$ cat src/rtl/immgen_pkg.sv
// Shared types and opcode constants for the
// pipelined immediate generator.
package immgen_pkg;

  typedef enum logic [2:0] {
    IMM_I    = 3'd0,
    IMM_S    = 3'd1,
    IMM_B    = 3'd2,
    IMM_U    = 3'd3,
    IMM_J    = 3'd4,
    IMM_Z    = 3'd5,
    IMM_NONE = 3'd7
  } fmt_t;

  localparam logic [4:0] OPC_LOAD   = 5'b00000;
  localparam logic [4:0] OPC_OPIMM  = 5'b00100;
  localparam logic [4:0] OPC_JALR   = 5'b11001;
  localparam logic [4:0] OPC_STORE  = 5'b01000;
  localparam logic [4:0] OPC_BRANCH = 5'b11000;
  localparam logic [4:0] OPC_LUI    = 5'b01101;
  localparam logic [4:0] OPC_AUIPC  = 5'b00101;
  localparam logic [4:0] OPC_JAL    = 5'b11011;
  localparam logic [4:0] OPC_SYSTEM = 5'b11100;

endpackage

$ cat src/rtl/immgen_decode.sv
// Combinational RV32I/RV64I immediate decoder:
// instruction word -> extended immediate, format, illegal flag.
module immgen_decode
  import immgen_pkg::*;
#(
  parameter int XLEN = 32
) (
  input  logic [31:0]     inst,
  output logic [XLEN-1:0] imm,
  output fmt_t            fmt,
  output logic            illegal
);

  logic [4:0]  opc;
  logic        ok;
  logic        is_i, is_s, is_b;
  logic        is_u, is_j, is_z;
  logic [31:0] v;

  assign opc  = inst[6:2];
  assign ok   = (inst[1:0] == 2'b11);
  assign is_i = ok && (opc == OPC_LOAD ||
                       opc == OPC_OPIMM ||
                       opc == OPC_JALR);
  assign is_s = ok && (opc == OPC_STORE);
  assign is_b = ok && (opc == OPC_BRANCH);
  assign is_u = ok && (opc == OPC_LUI ||
                       opc == OPC_AUIPC);
  assign is_j = ok && (opc == OPC_JAL);
  assign is_z = ok && (opc == OPC_SYSTEM);

  // Build a 32-bit value, then sign-extend to XLEN.
  always_comb begin
    v       = '0;
    fmt     = IMM_NONE;
    illegal = 1'b0;
    unique case (1'b1)
      is_i: begin
        v   = {{20{inst[31]}}, inst[31:20]};
        fmt = IMM_I;
      end
      is_s: begin
        v   = {{20{inst[31]}}, inst[31:25],
               inst[11:7]};
        fmt = IMM_S;
      end
      is_b: begin
        v   = {{19{inst[31]}}, inst[31], inst[7],
               inst[30:25], inst[11:8], 1'b0};
        fmt = IMM_B;
      end
      is_u: begin
        v   = {inst[31:12], 12'b0};
        fmt = IMM_U;
      end
      is_j: begin
        v   = {{11{inst[31]}}, inst[31],
               inst[19:12], inst[20],
               inst[30:21], 1'b0};
        fmt = IMM_J;
      end
      is_z: begin
        v   = {27'b0, inst[19:15]};
        fmt = IMM_Z;
      end
      default: illegal = 1'b1;
    endcase
    imm = XLEN'($signed(v));
  end

endmodule

$ cat src/rtl/immgen_pipe.sv
// Immediate generator stage with valid/ready handshake
// and optional two-entry skid buffer (SKID=1).
module immgen_pipe
  import immgen_pkg::*;
#(
  parameter int XLEN  = 32,
  parameter int TAG_W = 32,
  parameter bit SKID  = 1'b1
) (
  input  logic             clk,
  input  logic             rst_n,
  input  logic             in_valid,
  output logic             in_ready,
  input  logic [31:0]      in_inst,
  input  logic [TAG_W-1:0] in_tag,
  output logic             out_valid,
  input  logic             out_ready,
  output logic [XLEN-1:0]  out_imm,
  output logic [2:0]       out_fmt,
  output logic             out_illegal,
  output logic [TAG_W-1:0] out_tag
);

  typedef struct packed {
    logic [XLEN-1:0]  imm;
    fmt_t             fmt;
    logic             ill;
    logic [TAG_W-1:0] tag;
  } ent_t;

  localparam ent_t RST_ENT = '{
    imm: '0, fmt: IMM_NONE, ill: 1'b0, tag: '0
  };

  ent_t d, m, s;
  logic m_valid, s_valid;
  logic accept;

  immgen_decode #(.XLEN(XLEN)) u_dec (
    .inst    (in_inst),
    .imm     (d.imm),
    .fmt     (d.fmt),
    .illegal (d.ill)
  );
  assign d.tag = in_tag;

  assign in_ready = SKID ? !s_valid
                         : (!m_valid || out_ready);
  assign accept   = in_valid && in_ready;

  always_ff @(posedge clk or negedge rst_n) begin
    if (!rst_n) begin
      m       <= RST_ENT;
      s       <= RST_ENT;
      m_valid <= 1'b0;
      s_valid <= 1'b0;
    end else if (SKID) begin
      if (!m_valid || out_ready) begin
        if (s_valid) begin
          m       <= s;
          s_valid <= 1'b0;
        end else begin
          m_valid <= accept;
          if (accept) m <= d;
        end
      end else if (accept) begin
        // Main is stalled: park the new entry in skid.
        s       <= d;
        s_valid <= 1'b1;
      end
    end else begin
      if (accept) begin
        m       <= d;
        m_valid <= 1'b1;
      end else if (out_ready) begin
        m_valid <= 1'b0;
      end
    end
  end

  assign out_valid   = m_valid;
  assign out_imm     = m.imm;
  assign out_fmt     = m.fmt;
  assign out_illegal = m.ill;
  assign out_tag     = m.tag;

endmodule

$ cat config.mk
export PLATFORM = sky130hd
export DESIGN_NAME = immgen_pipe
export DESIGN_NICKNAME = d
export VERILOG_FILES = /design/src/rtl/immgen_pkg.sv /design/src/rtl/immgen_decode.sv /design/src/rtl/immgen_pipe.sv
export SDC_FILE = /design/constraint.sdc
export NUM_CORES = 1
export LEC_CHECK = 0
export ABC_AREA = 1
export CORE_MARGIN = 4
export CORE_UTILIZATION = 31
export CTS_BUF_LIST = sky130_fd_sc_hd__clkbuf_2 sky130_fd_sc_hd__clkbuf_4 sky130_fd_sc_hd__clkbuf_8
export DETAILED_ROUTE_END_ITERATION = 12
export SETUP_SLACK_MARGIN = 0.4
export SYNTH_ARGS = -nofsm -noshare
export SYNTH_HDL_FRONTEND = slang
export SYNTH_HIERARCHICAL = 1
export SYNTH_SLANG_ARGS = --single-unit
$ cat constraint.sdc
create_clock -name clk -period 1.9 [get_ports clk]
set_clock_uncertainty 0.1 [all_clocks]
set_input_delay 0.38 -clock clk [delete_from_list [all_inputs] [get_ports clk]]
set_output_delay 0.38 -clock clk [all_outputs]
set_load 0.02 [all_outputs]
# Word-level counts from Yosys, hierarchy flattened
# Cells that the tools add are included.
op_classes:
  bitwise: 2
  n_mux: 7
  n_reduce_logical: 20
  n_eq_ne: 9
ops:
  columns: ["cell", "n"]
  rows:
  - ["one-hot mux 32 bit (6 select lines)", 1]
  - ["two-way mux 68 bit", 2]
  - ["== test 5 bit, second input constant", 4]
  - ["one-hot mux 3 bit (6 select lines)", 1]
  - ["== test 5 x 3 -> 1 bit, second input constant", 2]
  - ["== test 5 x 4 -> 1 bit, second input constant", 2]
  - ["logical AND 1 bit", 7]
  - ["AND reduction 2 bit", 3]
  - ["OR reduction 6 bit", 1]
  - ["logical NOT 5 bit", 1]
  - ["logical OR 1 bit", 4]
  - ["nonzero test 2 bit", 2]
  - ["two-way mux 1 bit", 3]
  - ["== test 2 bit, second input constant", 1]
  - ["logical NOT 1 bit", 2]
  - ["inverter 1 bit", 2]
word_totals:
  out_inout_bits: 70
  regBits: 138
  input_bits: 68

# Logic depth before layout (Yosys ltp)
depth:
  word_depth: 8
  mapped_depth: 12

# Modules after synthesis
# The synthesis kept the hierarchy.
by_module_without_submodules:
  columns: ["mod", "area_per_inst_um2", "cells_per_inst", "n_inst"]
  rows:
  - ["immgen_pipe", 6193.4, 815, 1]
  - ["immgen_decode", 1089.8, 222, 1]

# Least setup slack after synthesis
# OpenSTA, ideal clock, no wires.
synth_timing:
  path_type: "input port to flip-flop"
  startpoint: "in in_inst[0]"
  endpoint: "reg m (netlist bit out_imm[28])"
  setup_slack_ps: 355
  cell_stages: 12
  required_ps: 1735
  setup_time_ps: 65
  path_buffers: 2
  t_arrival_ps: 1380
  path_cell_list: "nand2_2 > nor2_4 > buf_6 > nand2_4 > buf_6 > nor2_1 > nor2_2 > nand2_1 > nand2_1 > nand2_1 > nand2_1 > nand2_1"
synth_lines:
  columns: ["element", "line", "rtl"]
  rows:
  - ["start, declared", "immgen_pipe.sv:14", "input logic [31:0] in_inst,"]
  - ["end signal, assigned", "immgen_pipe.sv:60", "m <= s;"]
  - ["end, declared", "immgen_pipe.sv:35", "ent_t d, m, s;"]

# Worst setup path in the final report
layout_timing:
  startpoint: "reg m (netlist bit out_fmt[1])"
  endpoint: "out out_fmt[1]"
layout_lines:
  columns: ["element", "line", "rtl"]
  rows:
  - ["end, declared", "immgen_pipe.sv:19", "output logic [2:0] out_fmt,"]
# No word-level cell between the ends.

==> impl_metrics.tcl <==
set metrics [dict create \
    synth_top_area_share 0.454 \
    synthTopCellsByArea "dfrtp_1 45%, nand2_1 32%, nand3_1 7.1%" \
    post-route-period-util 0.854 \
    design_area_um2 10500 \
    start_kind "flop" \
    die_w_um 161 \
    outcome "completed" \
    fin_setup_tns_ps 0 \
    syn_area_um2 7280 \
    maxSlewViolCount 0 \
    ys_seq_area_frac 0.475 \
    dp.cells 1475 \
    hold_viol 0 \
    min_period_ps 1620 \
    powerDensity_nw_per_um2 790 \
    startpoint "out_fmt[1]$_DFFE_PN1P_" \
    critPathRequiredTime_ps 1420 \
    grt_overflow_total 0 \
    ys_types 24 \
    vias_per_cell 4.62 \
    setup_violations 0 \
    drt_wl_total_um 24700 \
    crit_path_end_kind "output pin" \
    grt_pass1_vias 6784 \
    num_vias 7275 \
    critPathTopFamily "flip-flops" \
    dp.final_hpwl_um 14700 \
    synthToLayoutAreaGrowth_pct 44.8 \
    dr.pass1.iters 5 \
    ant_nets 0 \
    cpMaxStageDelayCell "dfstp_2" \
    reg2reg_slack_ps 380 \
    rsz0062_at_grt "yes" \
    clockBufferDepth 2 \
    final_util 0.461 \
    rows 55 \
    die_h_um 161 \
    netlist_instances 1037 \
    crit_chain "buf_6" \
    wl_per_cell_um 15.7 \
    arrival_ps 1140 \
    yosys.area.top_type "dfrtp_1" \
    ys.warnings.count 6 \
    fmaxAchievable_mhz 616 \
    cts_tree "done" \
    io_buffer_count 137 \
    cts_made_buffers 17 \
    criticalPathCategory "flop to output pin" \
    drive_above_1_share 0.218 \
    syn-num-nets 1105 \
    core_um2 22800 \
    drc 0 \
    cts_sinks 138 \
    r2r_start "s_valid$_DFFE_PN0P_" \
    critical_path.max_fanout 2 \
    p_leak_nw 5.98 \
    htreeDepth 4 \
    layout_common_cells "612 x nand2_1, 131 x dfrtp_1, 103 x nand3_1" \
    worstMarginPinSlew_ps 409 \
    dpl_cell_area_um2 9240 \
    clockRootBuffer "clkbuf_8" \
    maxCapViolCount 0 \
    hold_class "primary input to async pin" \
    grt_start_max_net_pins 39 \
    grt_first_pass_wirelength_um 36600 \
    grt_use_total 0.175 \
    p_total_mw 8.33 \
    clk_latency_ps 450 \
    critPathBufInv 1 \
    final_common_cell "nand2_1" \
    gp_congestion 0.847 \
    setup_ws_ps 277 \
    die-area_um2 26000 \
    io_pins 138 \
    fin_cells 1574 \
    initial_core_util 0.319 \
    ys_seq_elements 138 \
    hold_slack_ps 308 \
    antenna_cells 0 \
    worst_path_largest_cell_delay_ps 570 \
    path_clk_slew_ps 80 \
    maxSlewHeadroom 0.727 \
    max-vdd-ir-drop_v 0.000417 \
    nets 1317 \
    syn_area_per_cell_um2 7.02 \
    antenna_found_initial 0 \
    initialDrtViolationCount 602 \
    pre_cts_ws_ps -431 \
]
[final timing paths]
check,endpoint,cells past startpoint
worst max-delay path,out_fmt[1],1
worst min-delay path,out_tag[27]$_DFFE_PN0P_,2
worst max register to register,out_tag[3]$_DFFE_PN0P_,7
worst min register to register,s[33]$_DFFE_PN1P_,2
max in group asynchronous,s[26]$_DFFE_PN0P_,3
min in group clk,s[33]$_DFFE_PN1P_,2
[kinds of logic after synthesis]
logic type | share of synthesized area
compound gates | 0.00653
buf+inv | 0.0668
flops | 0.475
simple gates | 0.451
[layout make-up]
cell class | count | area (µm²)
Fill cell | 2321 | 12300
Sequential cell | 138 | 3460
Multi-Input combinational cell | 801 | 3440
Timing Repair Buffer | 250 | 2730
Tap cell | 313 | 392
Clock buffer | 18 | 248
Inverter | 41 | 159
Clock inverter | 13 | 121
[flip-flops by register name, indices dropped and copies added (netlist names)]
name	flops
s_valid	1
out_valid	1
out_tag	32
out_imm	32
out_fmt	3
s	68
out_illegal	1
[cell usage after synthesis, drive strengths merged]
| cell type | count |
|---|---|
| nand2 | 625 |
| nand3 | 107 |
| o21bai | 1 |
| nand4 | 1 |
| o21ai | 8 |
| clkbuf | 17 |
| nor2 | 59 |
| inv | 41 |
| dfrtp | 132 |
| dfstp | 6 |
| buf | 40 |
[power breakdown]
part,internal [mW],switching (mW)
logic,1.12,1.27
clock network,1.07,1.24
registers,3.37,0.257
[timing repair]
item / 4_1_cts / 5_1_grt
pin swaps: 3 / 5
hold buffers: 1 / 0
hold endpoints to repair: 26 / 0
gates resized for setup: 427 / 57
endpoints found under the setup margin: 206 / 206
cloned: 2 / 11
setup buffers: 34 / 20
[per-layer routing]
layer  vias to the layer above  wire length, µm  track usage
met5                         -                0            0
met4                         0              350       0.0396
met3                        28             1640       0.0385
met2                       268            11400        0.280
met1                      3379            11300        0.245
li1                       3600                -            -
No activity file was read; power rests on OpenSTA's default activity.
